## config.mk

```make
export PLATFORM = sky130hd
export DESIGN_NAME = imem_loader_flat
export DESIGN_NICKNAME = d
export VERILOG_FILES = /design/src/rtl/imem_loader_if.sv /design/src/rtl/imem_loader.sv /design/src/flat_wrapper.sv
export SDC_FILE = /design/constraint.sdc
export NUM_CORES = 1
export LEC_CHECK = 0
export ABC_AREA = 1
export BUFFER_PORTS_ARGS = -buffer_cell sky130_fd_sc_hd__buf_4
export CORE_UTILIZATION = 53
export DETAILED_ROUTE_END_ITERATION = 7
export PLACE_DENSITY = 0.86
export SYNTH_ARGS = -nofsm -noshare
export SYNTH_HDL_FRONTEND = slang
export SYNTH_SLANG_ARGS = --single-unit
```

## constraint.sdc

```tcl
create_clock -name clk -period 1.7 [get_ports clk]
set_input_delay 0 -clock clk [delete_from_list [all_inputs] [get_ports clk]]
set_output_delay 0 -clock clk [all_outputs]
set_load 0.01 [all_outputs]
```

## src/rtl/imem_loader_if.sv

```systemverilog
// Loader bus: frame source handshake, start/status signals and the instruction-memory write port.
interface imem_loader_if #(
    parameter int ADDR_W = 5
);
    logic              ld_start;
    logic              in_valid;
    logic [7:0]        in_data;
    logic              in_ready;
    logic              imem_we;
    logic [ADDR_W-1:0] imem_addr;
    logic [7:0]        imem_wdata;
    logic              cpu_reset;
    logic              busy;
    logic              done;
    logic              err;

    modport master (
        output ld_start, in_valid, in_data,
        input  in_ready, imem_we, imem_addr, imem_wdata, cpu_reset, busy, done, err
    );

    modport slave (
        input  ld_start, in_valid, in_data,
        output in_ready, imem_we, imem_addr, imem_wdata, cpu_reset, busy, done, err
    );
endinterface

```

## src/rtl/imem_loader.sv

```systemverilog
// Frame-based instruction-memory loader that holds the CPU in reset until a complete frame lands.
// Define IMEM_LOADER_CHECKSUM_EN to require a trailing XOR checksum byte (adds the CHECK state).
module imem_loader #(
    parameter int ADDR_W = 5
) (
    input  logic         clk,
    input  logic         reset,
    imem_loader_if.slave bus
);
`ifdef IMEM_LOADER_CHECKSUM_EN
    typedef enum logic [2:0] {
        IDLE  = 3'd0,
        LEN   = 3'd1,
        DATA  = 3'd2,
        CHECK = 3'd3,
        RUN   = 3'd4,
        ERR   = 3'd5
    } state_t;
`else
    typedef enum logic [2:0] {
        IDLE  = 3'd0,
        LEN   = 3'd1,
        DATA  = 3'd2,
        RUN   = 3'd3,
        ERR   = 3'd4
    } state_t;
`endif

    state_t            state, state_next;
    logic [ADDR_W-1:0] idx, idx_next;
    logic [ADDR_W-1:0] last, last_next;
    logic [7:0]        csum, csum_next;
    logic [7:0]        len_m1;
    logic              accept;
    logic              len_bad;
    logic              write;
    logic              active_next;

    assign accept = bus.in_valid && bus.in_ready;
    assign len_m1 = bus.in_data - 8'd1;
    // A length above the memory depth shows up as bits set above the address range in N-1.
    assign len_bad = (bus.in_data == 8'd0) || (|(len_m1 >> ADDR_W));

    always_comb begin
        // NOTE: every signal gets a default first, so no path through the case can infer a latch.
        state_next = state;
        idx_next   = idx;
        last_next  = last;
        csum_next  = csum;
        write      = 1'b0;

        case (state)
            IDLE, RUN, ERR: begin
                if (bus.ld_start) begin
                    state_next = LEN;
                    idx_next   = '0;
                    csum_next  = '0;
                end
            end
            LEN: begin
                if (accept) begin
                    if (len_bad) begin
                        state_next = ERR;
                    end else begin
                        last_next  = ADDR_W'(len_m1);
                        csum_next  = bus.in_data;
                        state_next = DATA;
                    end
                end
            end
            DATA: begin
                if (accept) begin
                    write     = 1'b1;
                    csum_next = csum ^ bus.in_data;
                    // Index stops at the last byte instead of wrapping past the top address.
                    if (idx == last) begin
`ifdef IMEM_LOADER_CHECKSUM_EN
                        state_next = CHECK;
`else
                        state_next = RUN;
`endif
                    end else begin
                        idx_next = idx + ADDR_W'(1);
                    end
                end
            end
`ifdef IMEM_LOADER_CHECKSUM_EN
            CHECK: begin
                if (accept) begin
                    state_next = (bus.in_data == csum) ? RUN : ERR;
                end
            end
`endif
            default: state_next = IDLE;
        endcase

        active_next = (state_next == LEN) || (state_next == DATA);
`ifdef IMEM_LOADER_CHECKSUM_EN
        active_next = active_next || (state_next == CHECK);
`endif
    end

    // NOTE: sequential state uses non-blocking assignments so every flop samples pre-edge values.
    always_ff @(posedge clk) begin
        if (reset) begin
            state          <= IDLE;
            idx            <= '0;
            last           <= '0;
            csum           <= '0;
            bus.in_ready   <= 1'b0;
            bus.imem_we    <= 1'b0;
            bus.imem_addr  <= '0;
            bus.imem_wdata <= '0;
            bus.cpu_reset  <= 1'b1;
            bus.busy       <= 1'b0;
            bus.done       <= 1'b0;
            bus.err        <= 1'b0;
        end else begin
            state          <= state_next;
            idx            <= idx_next;
            last           <= last_next;
            csum           <= csum_next;
            bus.in_ready   <= active_next;
            bus.busy       <= active_next;
            bus.cpu_reset  <= (state_next != RUN);
            bus.done       <= (state_next == RUN);
            bus.err        <= (state_next == ERR);
            bus.imem_we    <= write;
            if (write) begin
                bus.imem_addr  <= idx;
                bus.imem_wdata <= bus.in_data;
            end
        end
    end
endmodule

```

## src/flat_wrapper.sv

```systemverilog
// flat-port wrapper written by rule: the top's interface ports become plain ports
module imem_loader_flat 
#(
    parameter int ADDR_W = 5
)
  (clk, reset, bus_ld_start, bus_in_valid, bus_in_data, bus_in_ready, bus_imem_we, bus_imem_addr, bus_imem_wdata, bus_cpu_reset, bus_busy, bus_done, bus_err);
  imem_loader_if #(.ADDR_W(ADDR_W)) bus_i ();
  input  logic clk;
  input  logic reset;
  input wire logic [$bits(bus_i.ld_start)-1:0] bus_ld_start;
  input wire logic [$bits(bus_i.in_valid)-1:0] bus_in_valid;
  input wire logic [$bits(bus_i.in_data)-1:0] bus_in_data;
  output wire logic [$bits(bus_i.in_ready)-1:0] bus_in_ready;
  output wire logic [$bits(bus_i.imem_we)-1:0] bus_imem_we;
  output wire logic [$bits(bus_i.imem_addr)-1:0] bus_imem_addr;
  output wire logic [$bits(bus_i.imem_wdata)-1:0] bus_imem_wdata;
  output wire logic [$bits(bus_i.cpu_reset)-1:0] bus_cpu_reset;
  output wire logic [$bits(bus_i.busy)-1:0] bus_busy;
  output wire logic [$bits(bus_i.done)-1:0] bus_done;
  output wire logic [$bits(bus_i.err)-1:0] bus_err;
  assign bus_i.ld_start = bus_ld_start;
  assign bus_i.in_valid = bus_in_valid;
  assign bus_i.in_data = bus_in_data;
  assign bus_in_ready = bus_i.in_ready;
  assign bus_imem_we = bus_i.imem_we;
  assign bus_imem_addr = bus_i.imem_addr;
  assign bus_imem_wdata = bus_i.imem_wdata;
  assign bus_cpu_reset = bus_i.cpu_reset;
  assign bus_busy = bus_i.busy;
  assign bus_done = bus_i.done;
  assign bus_err = bus_i.err;
  imem_loader #(.ADDR_W(ADDR_W)) u_core (.clk(clk), .reset(reset), .bus(bus_i));
endmodule
```

==> results of run 1 <==
logic make-up (layout without fill, tap and decap cells):
logic type / Yosys count / count (layout) / share of synthesized area (%)
flops: 31 / 31 / 40.8
compound gates: 39 / 39 / 13.5
simple gates: 97 / 97 / 30.3
fa+ha+maj: 2 / 2 / 1.65
xor+xnor: 6 / 6 / 3.46
buf+inv: 36 / 78 / 10.3
power groups by stage:
stage,registers (mW),logic (mW),clock network (mW)
3_5_place_dp,0.754,0.129,0
5_1_grt,0.739,0.163,0.549
6_report,0.738,0.148,0.514
3_3_place_gp,0.754,0.127,0
4_1_cts,0.738,0.146,0.524
2_1_floorplan,0.755,0.0814,0
stage by stage:
stage / instance area (sq um) / power [mW] / std cells / setup WS, ns / utilization (%)
6_report: 1910 / 1.40 / 284 / 0.107 / 69.9
5_1_grt: 1910 / 1.45 / 284 / 0.00181 / 69.9
4_1_cts: 1910 / 1.41 / 284 / 0.207 / 69.9
3_5_place_dp: 1750 / 0.883 / 267 / 0.105 / 63.9
3_3_place_gp: 1750 / 0.881 / 267 / 0.215 / 63.9
2_1_floorplan: 1520 / 0.836 / 211 / 0.487 / -
worst max-delay path: cells and delay by family, from the launching register on:
kind / cells / cell delay (ns)
buf+inv: 3 / 0.45
compound gates: 2 / 0.38
simple gates: 3 / 0.35
flops: 1 / 0.33
worst paths after layout:
path | end | from | slack, ns
max | u_core.bus.imem_wdata[1]$_SDFFE_PP0P_ | u_core.state[1]$_SDFF_PP0_ | 0.11
min | u_core.bus.imem_wdata[0]$_SDFFE_PP0P_ | bus_in_data[0] | 0.06
max reg2reg | u_core.bus.imem_wdata[1]$_SDFFE_PP0P_ | u_core.state[1]$_SDFF_PP0_ | 0.11
min reg2reg | u_core.bus.imem_wdata[4]$_SDFFE_PP0P_ | u_core.bus.imem_wdata[4]$_SDFFE_PP0P_ | 0.50
layout make-up:
type / instances / share of cell area (%)
well taps: 31 / 2.03
inverters: 30 / 5.89
clock buffers: 7 / 3.41
multi-input cells: 144 / 38.9
clock inverters: 1 / 0.393
repair buffers: 40 / 16.9
flip-flops and latches: 31 / 32.5
flip-flops by register name (all words and copies together) (netlist names):
name / flops
u_core.last: 5
u_core.bus.imem_addr: 5
u_core.bus.in_ready: 1
u_core.bus.imem_we: 1
u_core.bus.cpu_reset: 1
u_core.bus.err: 1
u_core.idx: 5
u_core.state: 3
u_core.bus.done: 1
u_core.bus.imem_wdata: 8
metal layers:
metal | part of all wire, % | vias to the layer above
li1 | - | 755
met1 | 46 | 675
met2 | 47 | 39
met3 | 5.0 | 8
met4 | 1.9 | 0
met5 | 0 | -
cell usage in the layout (no fill, tap or decap), types with 4 or more instances in the layout:
cell type / n
a21oi_1: 19
nand2_2: 4
inv_1: 26
buf_4: 31
nand3_1: 6
nor2_2: 4
o21ai_0: 16
dlygate4sd3_1: 9
clkbuf_4: 5
dfxtp_1: 31
nor2_1: 27
nand2_1: 42
inv_2: 4
nand4_1: 6
==> parameters.txt, run 1 <==
Parameter                              Value

Logic synthesis
  Most frequently used cell type in the post-synthesis netlist ... nand2_1
  Library cell with the largest summed area after synthesis ... dfxtp_1
  Warnings, synthesis ... 0
  Area share of the largest cell type after synthesis ... 40.8%
  Synth Cell Area ... 1520 sq um
  Distinct cells, synth ... 26
  FF+latch count, synth ... 31
  Mean instance size in the synthesized netlist ... 7.20 sq um
  FFs w/ async S/R, synth ... 0%
  Sequential element share of the synthesized area ... 40.8%
  Leading cell types by count after synthesis ... nand2_1, dfxtp_1, nor2_1
  Post-Syn Instances ... 211
  Dominant register cell in the synthesized netlist ... dfxtp_1
  Largest cells by area after synthesis ... dfxtp_1, nand2_1, nor2_1
  Post-synth net total ... 225
  Number of enable flip-flop cells after synthesis ... 0

Clock network
  Clock-pin slew reported for the worst setup and hold paths after clock tree synthesis ... 0.11 ns
  Number of gates resized after CTS ... 0
  Number of setup buffers added after CTS ... 0
  Count of hold buffers inserted by post-cts repair ... 9
  Clock tree from TritonCTS ... yes
  Clk buf depth ... 2
  TritonCTS Sinks ... 31
  Clk Tree Root Cell ... clkbuf_4
  Latest clock arrival within the worst-skew pair ... 0.34 ns
  CTS Buf Count ... 5
  Level count of the clock H-tree ... 2

Route
  Routed wirelength normalized by instance count ... 11.9 microns
  Routed vias ... 1477
  Final wirelength ... 3390 microns
  Remaining design rule violation count ... 0
  Antenna-violating nets left ... 0
  Number of design-rule violations left by the first detailed-router iteration ... 66
  First-pass DRT Iterations ... 6
  Average via count per standard cell ... 5.20

Critical path
  Ordered list of cells on the worst path ... inv_2 > nor2_4 > nand2_2 > inv_2 > nand2_2 > inv_2 > o21ai_0 > a21oi_1
  Worst EP required ... 1.96 ns
  Max stage delay on crit path ... 0.33 ns
  Arrival time at the worst endpoint ... 1.86 ns
  Setup crit end kind ... flop
  Kind of start point of the critical path ... flop
  Cell with the biggest individual delay on the critical path ... dfxtp_1
  Dominant cell type by count on the critical path ... inv_2
  Cell depth of the worst flop-to-flop path ... 8
  Largest fanout on the critical path ... 23
  Type of the worst setup path ... flop to flop

Power
  Internal Dissipation ... 1.04 mW
  Peak supply drop ... 741 uV
  Sw power ... 360 uW
  P_leak ... 0.897 nW
  Areal power density over the cells ... 732 nW/um^2
  Reg power frac ... 52.7%
  Sw Share ... 25.7%
  Share of total power in combinational logic ... 10.6%
  Part of the total power dissipated in the clock network ... 36.7%

Timing
  Setup_tns ... 0 ns
  Setup-violating endpoint count in the final report ... 0
  Hold violation total from the final report ... 0
  Clock skew after layout ... 0.0104 ns
  Slew margin rel. ... 72.6%
  Final Max Tran Viols ... 0
  Max Clock Freq ... 628 MHz
  Worst hold slack ... 0.0622 ns
  Tightest Pin Transition ... 0.407 ns
  Setup repair after global routing missed its margin ... no
  Ratio of final minimum period to clock period ... 93.7%
  Time the final worst path needs with I/O delays and setup ... 1.59 ns

Floorplanning
  Floorplan row count ... 19
  Die width ... 55.6 microns
  Die boundary height ... 55.6 microns
  Die footprint ... 3090 sq um
  Io pins ... 31
  Initial Util ... 55.6%
  Floorplan core area ... 2730 sq um

Global routing
  Global-route track usage on met1 ... 27.0%
  Met2 usage ... 38.6%
  Tot GR Track Use ... 23.1%
  Global route hottest layer ... met2
  Met3 layer usage reported by global route ... 7.73%
  First-pass GRT wire length ... 5580 microns
  Number of global-route vias before repair ... 1366
  Congestion Overflow GR ... 0
  Pin count of the biggest net entering global routing ... 24
  Antenna violations before repair ... 0

Placement
  Count of buffers from port buffering ... 30
  DP HPWL ... 2260 microns
  Routability-driven placement congestion ratio ... 0.824

Cells and area
  Multi-input combinational cell area ... 743 sq um
  Total of fill cells in the finished design ... 236
  Register area ... 621 sq um
  Share of cells above drive strength 1 ... 23.7%
  Number of nets at the end of the flow ... 266
  Signed area change from the synthesized netlist to the final layout ... 25.7%
  Diodes inserted ... 0

Min path
  Worst hold path class ... primary input to flop
  Number of instances on the worst hold path ... 4

Status
  Status ... complete, no violations

Run
  Max Cap Violations ... 0
(Power assumes the default switching activity.)
==> inputs of run 2 (changes only) <==
--- a/config.mk
+++ b/config.mk
@@ -10,6 +10,7 @@
 export CORE_UTILIZATION = 53
 export DETAILED_ROUTE_END_ITERATION = 7
 export PLACE_DENSITY = 0.86
+export REMOVE_ABC_BUFFERS = 1
 export SYNTH_ARGS = -nofsm -noshare
 export SYNTH_HDL_FRONTEND = slang
 export SYNTH_SLANG_ARGS = --single-unit
==> parameters.txt, run 2 (same netlist as run 1, synthesis figures left out) <==
Parameter                              Value

Critical path
  Max stage delay on crit path ... 0.46 ns (+0.13 ns)
  Kind of start point of the critical path ... flop
  Cell with the biggest individual delay on the critical path ... dfxtp_1
  Ordered list of cells on the worst path ... inv_1 > nand2_1 > nand2_1 > nor2_1 > nand3_1 > o21ai_1 > nand2_1 > nor2_1 > inv_1
  Worst R2R Setup Slack ... 0.16 ns (+0.05 ns)
  Critical path buffers and inverters ... 2 (-1)
  Type of the worst setup path ... flop to flop
  Dominant cell type by count on the critical path ... nand2_1
  Top delay family on crit path ... simple AND/OR/NAND/NOR gates
  Largest fanout on the critical path ... 6 (-74%)
  Setup crit end kind ... flop
  Worst r2r dst ... u_core.bus.cpu_reset$_SDFF_PP1_
  Worst EP required ... 1.94 ns (-0.02 ns)
  Arrival time at the worst endpoint ... 1.78 ns (-0.08 ns)
  Reg-to-reg critical path startpoint ... u_core.idx[0]$_SDFFE_PP0P_
  Cell depth of the worst flop-to-flop path ... 9 (+1)

Min path
  Hold Path End ... u_core.last[1]$_SDFFE_PP0P_
  Hold path startpoint ... bus_in_data[1]
  Number of instances on the worst hold path ... 4 (unchanged)
  Worst hold path class ... primary input to flop

Route
  Remaining design rule violation count ... 0 (unchanged)
  Routed wirelength normalized by instance count ... 12.6 microns (+5.5%)
  First-pass DRT Iterations ... 4 (-2)
  Antenna-violating nets left ... 0 (unchanged)
  Number of design-rule violations left by the first detailed-router iteration ... 60 (-9.1%)
  Routed vias ... 1507 (+2.0%)
  Average via count per standard cell ... 5.31 (+2.0%)
  Final wirelength ... 3580 microns (+5.5%)

Floorplanning
  Die boundary height ... 55.6 microns (unchanged)
  Floorplan row count ... 19 (unchanged)
  Die footprint ... 3090 sq um (unchanged)
  Io pins ... 31 (unchanged)
  Initial Util ... 55.6% (unchanged)
  Floorplan core area ... 2730 sq um (unchanged)
  Die width ... 55.6 microns (unchanged)

Timing
  Final Max Tran Viols ... 0 (unchanged)
  Hold violation total from the final report ... 0 (unchanged)
  Ratio of final minimum period to clock period ... 90.6% (-3.1 points)
  Time the final worst path needs with I/O delays and setup ... 1.54 ns (-0.0525 ns)
  Slew margin rel. ... 71.5% (-1.1 points)
  Tightest Pin Transition ... 0.427 ns (+0.0201 ns)
  Setup_tns ... 0 ns (unchanged)
  Max Clock Freq ... 649 MHz (+3.4%)
  Worst hold slack ... 0.0851 ns (+0.0230 ns)
  Setup-violating endpoint count in the final report ... 0 (unchanged)
  Post-layout worst setup margin ... 0.160 ns (+0.0525 ns)
  Clock skew after layout ... 0.00404 ns (-0.00640 ns)
  Setup repair after global routing missed its margin ... no

Status
  Status ... complete, no violations

Power
  Sw power ... 347 uW (-3.6%)
  Part of the total power dissipated in the clock network ... 33.3% (-3.4 points)
  Share of total power in combinational logic ... 11.5% (+0.9 points)
  Sw Share ... 26.0% (+0.23 points)
  Areal power density over the cells ... 702 nW/um^2 (-4.2%)
  Internal Dissipation ... 989 uW (-4.8%)
  Reg power frac ... 55.2% (+2.5 points)
  P_leak ... 0.898 nW (about the same)
  Peak supply drop ... 731 uV (-1.2%)
  Power, Total ... 1.34 mW (-4.5%)

Clock network
  CTS Buf Count ... 5 (unchanged)
  Clock tree from TritonCTS ... yes
  TritonCTS Sinks ... 31 (unchanged)
  Number of setup buffers added after CTS ... 0 (unchanged)
  Latest clock arrival within the worst-skew pair ... 0.34 ns (about the same)
  Level count of the clock H-tree ... 2 (unchanged)
  Clk buf depth ... 2 (unchanged)
  Clock-pin slew reported for the worst setup and hold paths after clock tree synthesis ... 0.10 ns (about the same)
  Clk Tree Root Cell ... clkbuf_4

Cells and area
  Register area ... 621 sq um (unchanged)
  Most flops, register ... u_core.bus.imem_wdata
  Multi-input combinational cell area ... 743 sq um (unchanged)
  Post-Layout Inst Area ... 1900 sq um (-0.33%)
  Total of fill cells in the finished design ... 222 (-5.9%)
  Signed area change from the synthesized netlist to the final layout ... 25.3%
  Diodes inserted ... 0 (unchanged)
  Most common cell after layout, fill and taps aside ... nand2_1
  Number of nets at the end of the flow ... 267 (+0.38%)
  Share of cells above drive strength 1 ... 23.3% (-0.40 points)
  Number of flip-flops under the largest register name ... 8 (unchanged)
  Most frequent cells in the layout ... nand2_1, buf_4, dfxtp_1

Global routing
  Global route hottest layer ... met2
  Met2 usage ... 41.0% (+2.4 points)
  Congestion Overflow GR ... 0 (unchanged)
  Number of global-route vias before repair ... 1419 (+3.9%)
  Met3 layer usage reported by global route ... 6.56% (-1.2 points)
  Pin count of the biggest net entering global routing ... 24 (unchanged)
  Tot GR Track Use ... 25.0% (+1.9 points)
  Global-route track usage on met1 ... 29.4% (+2.4 points)
  First-pass GRT wire length ... 6070 microns (+8.7%)
  Antenna violations before repair ... 0 (unchanged)

Placement
  Worst setup slack before clock tree synthesis ... 0.153 ns (+0.0478 ns)
  Count of buffers from port buffering ... 30 (unchanged)
  Post-DP Area ... 1750 sq um (unchanged)
  DP HPWL ... 2290 microns (+1.2%)
  Routability-driven placement congestion ratio ... 0.877 (+6.5%)

Run
  Max Cap Violations ... 0 (unchanged)
-- run 2: worst max-delay path by stage --
stage	start	endpoint	slack [ns]	cells past startpoint
global placement	bus_in_data[0]	u_core.last[3]$_SDFFE_PP0P_	0.24	13
global route	u_core.idx[0]$_SDFFE_PP0P_	u_core.bus.in_ready$_SDFF_PP0_	0.01	10
finish	u_core.idx[0]$_SDFFE_PP0P_	u_core.bus.cpu_reset$_SDFF_PP1_	0.16	9
floorplan	u_core.bus.in_ready$_SDFF_PP0_	u_core.bus.cpu_reset$_SDFF_PP1_	0.36	7
detailed placement	bus_in_data[0]	u_core.last[3]$_SDFFE_PP0P_	0.15	13
CTS	u_core.idx[0]$_SDFFE_PP0P_	u_core.bus.cpu_reset$_SDFF_PP1_	0.19	9
-- run 2: through the flow --
stage,utilization [%],instances
2_1_floorplan,-,205
3_3_place_gp,63.9,267
3_5_place_dp,63.9,267
4_1_cts,69.7,284
5_1_grt,69.7,284
6_report,69.7,284
-- run 2: worst reg2reg max path, delay by kind of cell, from the launching register on --
kind,cells,cell delay [ns]
simple gates,6,0.69
flops,1,0.46
compound gates,1,0.16
buf+inv,2,0.14
-- run 2: per-layer routing --
metal	vias up	wire (microns)
met1	673	1530
met5	-	0
li1	756	-
met4	0	108
met3	16	189
met2	62	1740
-- run 2: timing repair --
action | CTS | global route
gates resized for setup | 0 | 1
setup endpoints to repair | 0 | 4
hold buffers | 10 | 0
endpoints found under the hold margin | 23 | 0
-- run 2: power by group through the flow --
stage / logic (mW) / registers (mW) / clock network, mW
after floorplan: 0.0714 / 0.756 / 0
after global placement: 0.126 / 0.754 / 0
after detailed placement: 0.129 / 0.754 / 0
after CTS: 0.148 / 0.737 / 0.447
after global routing: 0.169 / 0.738 / 0.477
final: 0.153 / 0.738 / 0.446
-- run 2: cell type report --
class                           count  share of cell area, %
Clock inverter                      1                  0.263
Timing Repair Buffer               41                   17.5
Multi-Input combinational cell    144                   39.0
Sequential cell                    31                   32.6
Tap cell                           31                   2.04
Inverter                           30                   5.91
Clock buffer                        6                   2.69
==> inputs of run 3 (changes only) <==
--- a/config.mk
+++ b/config.mk
@@ -9,6 +9,7 @@
 export BUFFER_PORTS_ARGS = -buffer_cell sky130_fd_sc_hd__buf_4
 export CORE_UTILIZATION = 53
 export DETAILED_ROUTE_END_ITERATION = 7
+export GPL_TIMING_DRIVEN = 0
 export PLACE_DENSITY = 0.86
 export REMOVE_ABC_BUFFERS = 1
 export SYNTH_ARGS = -nofsm -noshare
==> parameters.txt, run 3 (same netlist as run 1, synthesis figures left out) <==
Parameter                              Value

Critical path
  Setup crit end kind ... flop
  Worst EP required ... 1.93 ns (about the same)
  Arrival time at the worst endpoint ... 1.77 ns (about the same)
  Kind of start point of the critical path ... primary input
  Worst r2r dst ... u_core.bus.cpu_reset$_SDFF_PP1_
  Type of the worst setup path ... primary input to flop
  Reg-to-reg critical path startpoint ... u_core.idx[0]$_SDFFE_PP0P_
  Worst R2R Setup Slack ... 0.21 ns (+0.05 ns)
  Largest fanout on the critical path ... 11 (+5)
  Cell depth of the worst flop-to-flop path ... 9 (unchanged)

Clock network
  Clock-pin slew reported for the worst setup and hold paths after clock tree synthesis ... 0.09 ns (about the same)
  TritonCTS Sinks ... 31 (unchanged)
  Clk buf depth ... 2 (unchanged)
  CTS Buf Count ... 5 (unchanged)
  Number of gates resized after CTS ... 0 (unchanged)
  Clk Tree Root Cell ... clkbuf_4
  Count of hold buffers inserted by post-cts repair ... 10 (unchanged)
  Number of setup buffers added after CTS ... 0 (unchanged)
  Clock tree from TritonCTS ... yes
  Latest clock arrival within the worst-skew pair ... 0.33 ns (about the same)
  Level count of the clock H-tree ... 2 (unchanged)

Cells and area
  Share of cells above drive strength 1 ... 23.0% (-0.30 points)
  Most common cell after layout, fill and taps aside ... nand2_1
  Most frequent cells in the layout ... nand2_1, dfxtp_1, buf_4
  Most flops, register ... u_core.bus.imem_wdata
  Total of fill cells in the finished design ... 240 (+8.1%)
  Signed area change from the synthesized netlist to the final layout ... 24.8%
  Number of flip-flops under the largest register name ... 8 (unchanged)
  Number of nets at the end of the flow ... 266 (-0.37%)
  Diodes inserted ... 0 (unchanged)

Power
  Share of total power in combinational logic ... 11.2% (-0.3 points)
  Reg power frac ... 55.7% (+0.5 points)
  Sw power ... 335 uW (-3.3%)
  P_leak ... 0.893 nW (-0.48%)
  Peak supply drop ... 590 uV (-19%)
  Sw Share ... 25.3% (-0.64 points)
  Part of the total power dissipated in the clock network ... 33.2% (about the same)
  Internal Dissipation ... 989 uW (about the same)
  Areal power density over the cells ... 698 nW/um^2 (-0.49%)

Timing
  Setup_tns ... 0 ns (unchanged)
  Time the final worst path needs with I/O delays and setup ... 1.54 ns (-0.00497 ns)
  Ratio of final minimum period to clock period ... 90.3% (-0.29 points)
  Hold violation total from the final report ... 0 (unchanged)
  Final Max Tran Viols ... 0 (unchanged)
  Clock skew after layout ... 0.00915 ns (+0.00510 ns)
  Slew margin rel. ... 71.3% (-0.22 points)
  Setup repair after global routing missed its margin ... no
  Max Clock Freq ... 651 MHz (+0.32%)
  Setup-violating endpoint count in the final report ... 0 (unchanged)
  Tightest Pin Transition ... 0.431 ns (+0.00327 ns)
  Post-layout worst setup margin ... 0.165 ns (+0.00497 ns)

Route
  Average via count per standard cell ... 5.07 (-4.5%)
  Antenna-violating nets left ... 0 (unchanged)
  Final wirelength ... 3270 microns (-8.6%)
  Number of design-rule violations left by the first detailed-router iteration ... 52 (-13%)
  First-pass DRT Iterations ... 4 (unchanged)
  Routed wirelength normalized by instance count ... 11.5 microns (-8.3%)
  Remaining design rule violation count ... 0 (unchanged)
  Routed vias ... 1434 (-4.8%)

Floorplanning
  Floorplan row count ... 19 (unchanged)
  Io pins ... 31 (unchanged)
  Floorplan core area ... 2730 sq um (unchanged)
  Die width ... 55.6 microns (unchanged)
  Die boundary height ... 55.6 microns (unchanged)
  Initial Util ... 55.6% (unchanged)
  Die footprint ... 3090 sq um (unchanged)

Global routing
  Antenna violations before repair ... 0 (unchanged)
  First-pass GRT wire length ... 5340 microns (-12%)
  Number of global-route vias before repair ... 1265 (-11%)
  Congestion Overflow GR ... 0 (unchanged)
  Tot GR Track Use ... 22.7% (-2.4 points)
  Pin count of the biggest net entering global routing ... 24 (unchanged)

Status
  Status ... complete, no violations

Min path
  Hold Path End ... u_core.state[2]$_SDFF_PP0_
  Number of instances on the worst hold path ... 4 (unchanged)
  Hold path startpoint ... bus_ld_start
  Worst hold path class ... primary input to flop

Placement
  DP HPWL ... 2220 microns (-3.0%)
  Routability-driven placement congestion ratio ... 0.842 (-4.0%)
  Worst setup slack before clock tree synthesis ... 0.0458 ns (-0.107 ns)
  Count of buffers from port buffering ... 30 (unchanged)

Run
  Max Cap Violations ... 0 (unchanged)
[run 3: changes by cell type in the layout (fill, tap and decap cells not counted), sizes merged]
cell,change
buf,-1
[run 3: worst max-delay path by stage]
stage,start,to,depth (start not counted)
detailed placement,bus_in_data[0],u_core.bus.cpu_reset$_SDFF_PP1_,14
finish,bus_in_data[2],u_core.bus.cpu_reset$_SDFF_PP1_,12
global route,bus_in_data[2],u_core.bus.cpu_reset$_SDFF_PP1_,12
CTS,bus_in_data[2],u_core.bus.cpu_reset$_SDFF_PP1_,12
global placement,bus_in_data[0],u_core.bus.cpu_reset$_SDFF_PP1_,14
floorplan,u_core.bus.in_ready$_SDFF_PP0_,u_core.bus.cpu_reset$_SDFF_PP1_,7
[run 3: cell type report]
cell class	instances	area [sq um]	share of cell area, %
Timing Repair Buffer	40	325	17.2
Inverter	30	113	5.94
Clock inverter	1	5.00	0.264
Sequential cell	31	621	32.7
Tap cell	31	38.8	2.04
Clock buffer	6	51.3	2.70
Multi-Input combinational cell	144	743	39.2
[run 3: power by group through the flow]
stage	Clock, mW	Sequential (mW)	Combinational (mW)
finish	0.440	0.737	0.148
global route	0.484	0.738	0.163
CTS	0.452	0.737	0.146
detailed placement	0	0.754	0.127
global placement	0	0.754	0.124
floorplan	0	0.756	0.0714
[run 3: stage by stage]
step,util (%),area [sq um],cells,total power [mW],hold slack (ns)
after detailed placement,63.7,1740,266,0.881,0.194
after global placement,63.7,1740,266,0.878,0.190
after global routing,69.4,1900,283,1.39,0.119
after CTS,69.4,1900,283,1.34,0.0872
final,69.4,1900,283,1.32,0.0926
after floorplan,-,1480,205,0.827,0.0691
[run 3: worst max-delay path, stage by stage]
cell	delay [ns]
dlygate4sd3_1	0.55
buf_4	0.16
nor2_2	0.14
nand2_1	0.09
nand2_1	0.06
nand2_1	0.05
nor2_2	0.13
nand3_2	0.23
nand2_1	0.12
nand2_1	0.07
nor2_1	0.13
inv_1	0.05
[run 3: metal layers]
metal | GRT usage, % | vias up | part of all wire [%]
li1 | - | 750 | -
met1 | 26.3 | 645 | 45
met2 | 38.2 | 29 | 50
met3 | 4.92 | 10 | 3.4
met4 | 13.2 | 0 | 2.4
met5 | 0 | - | 0
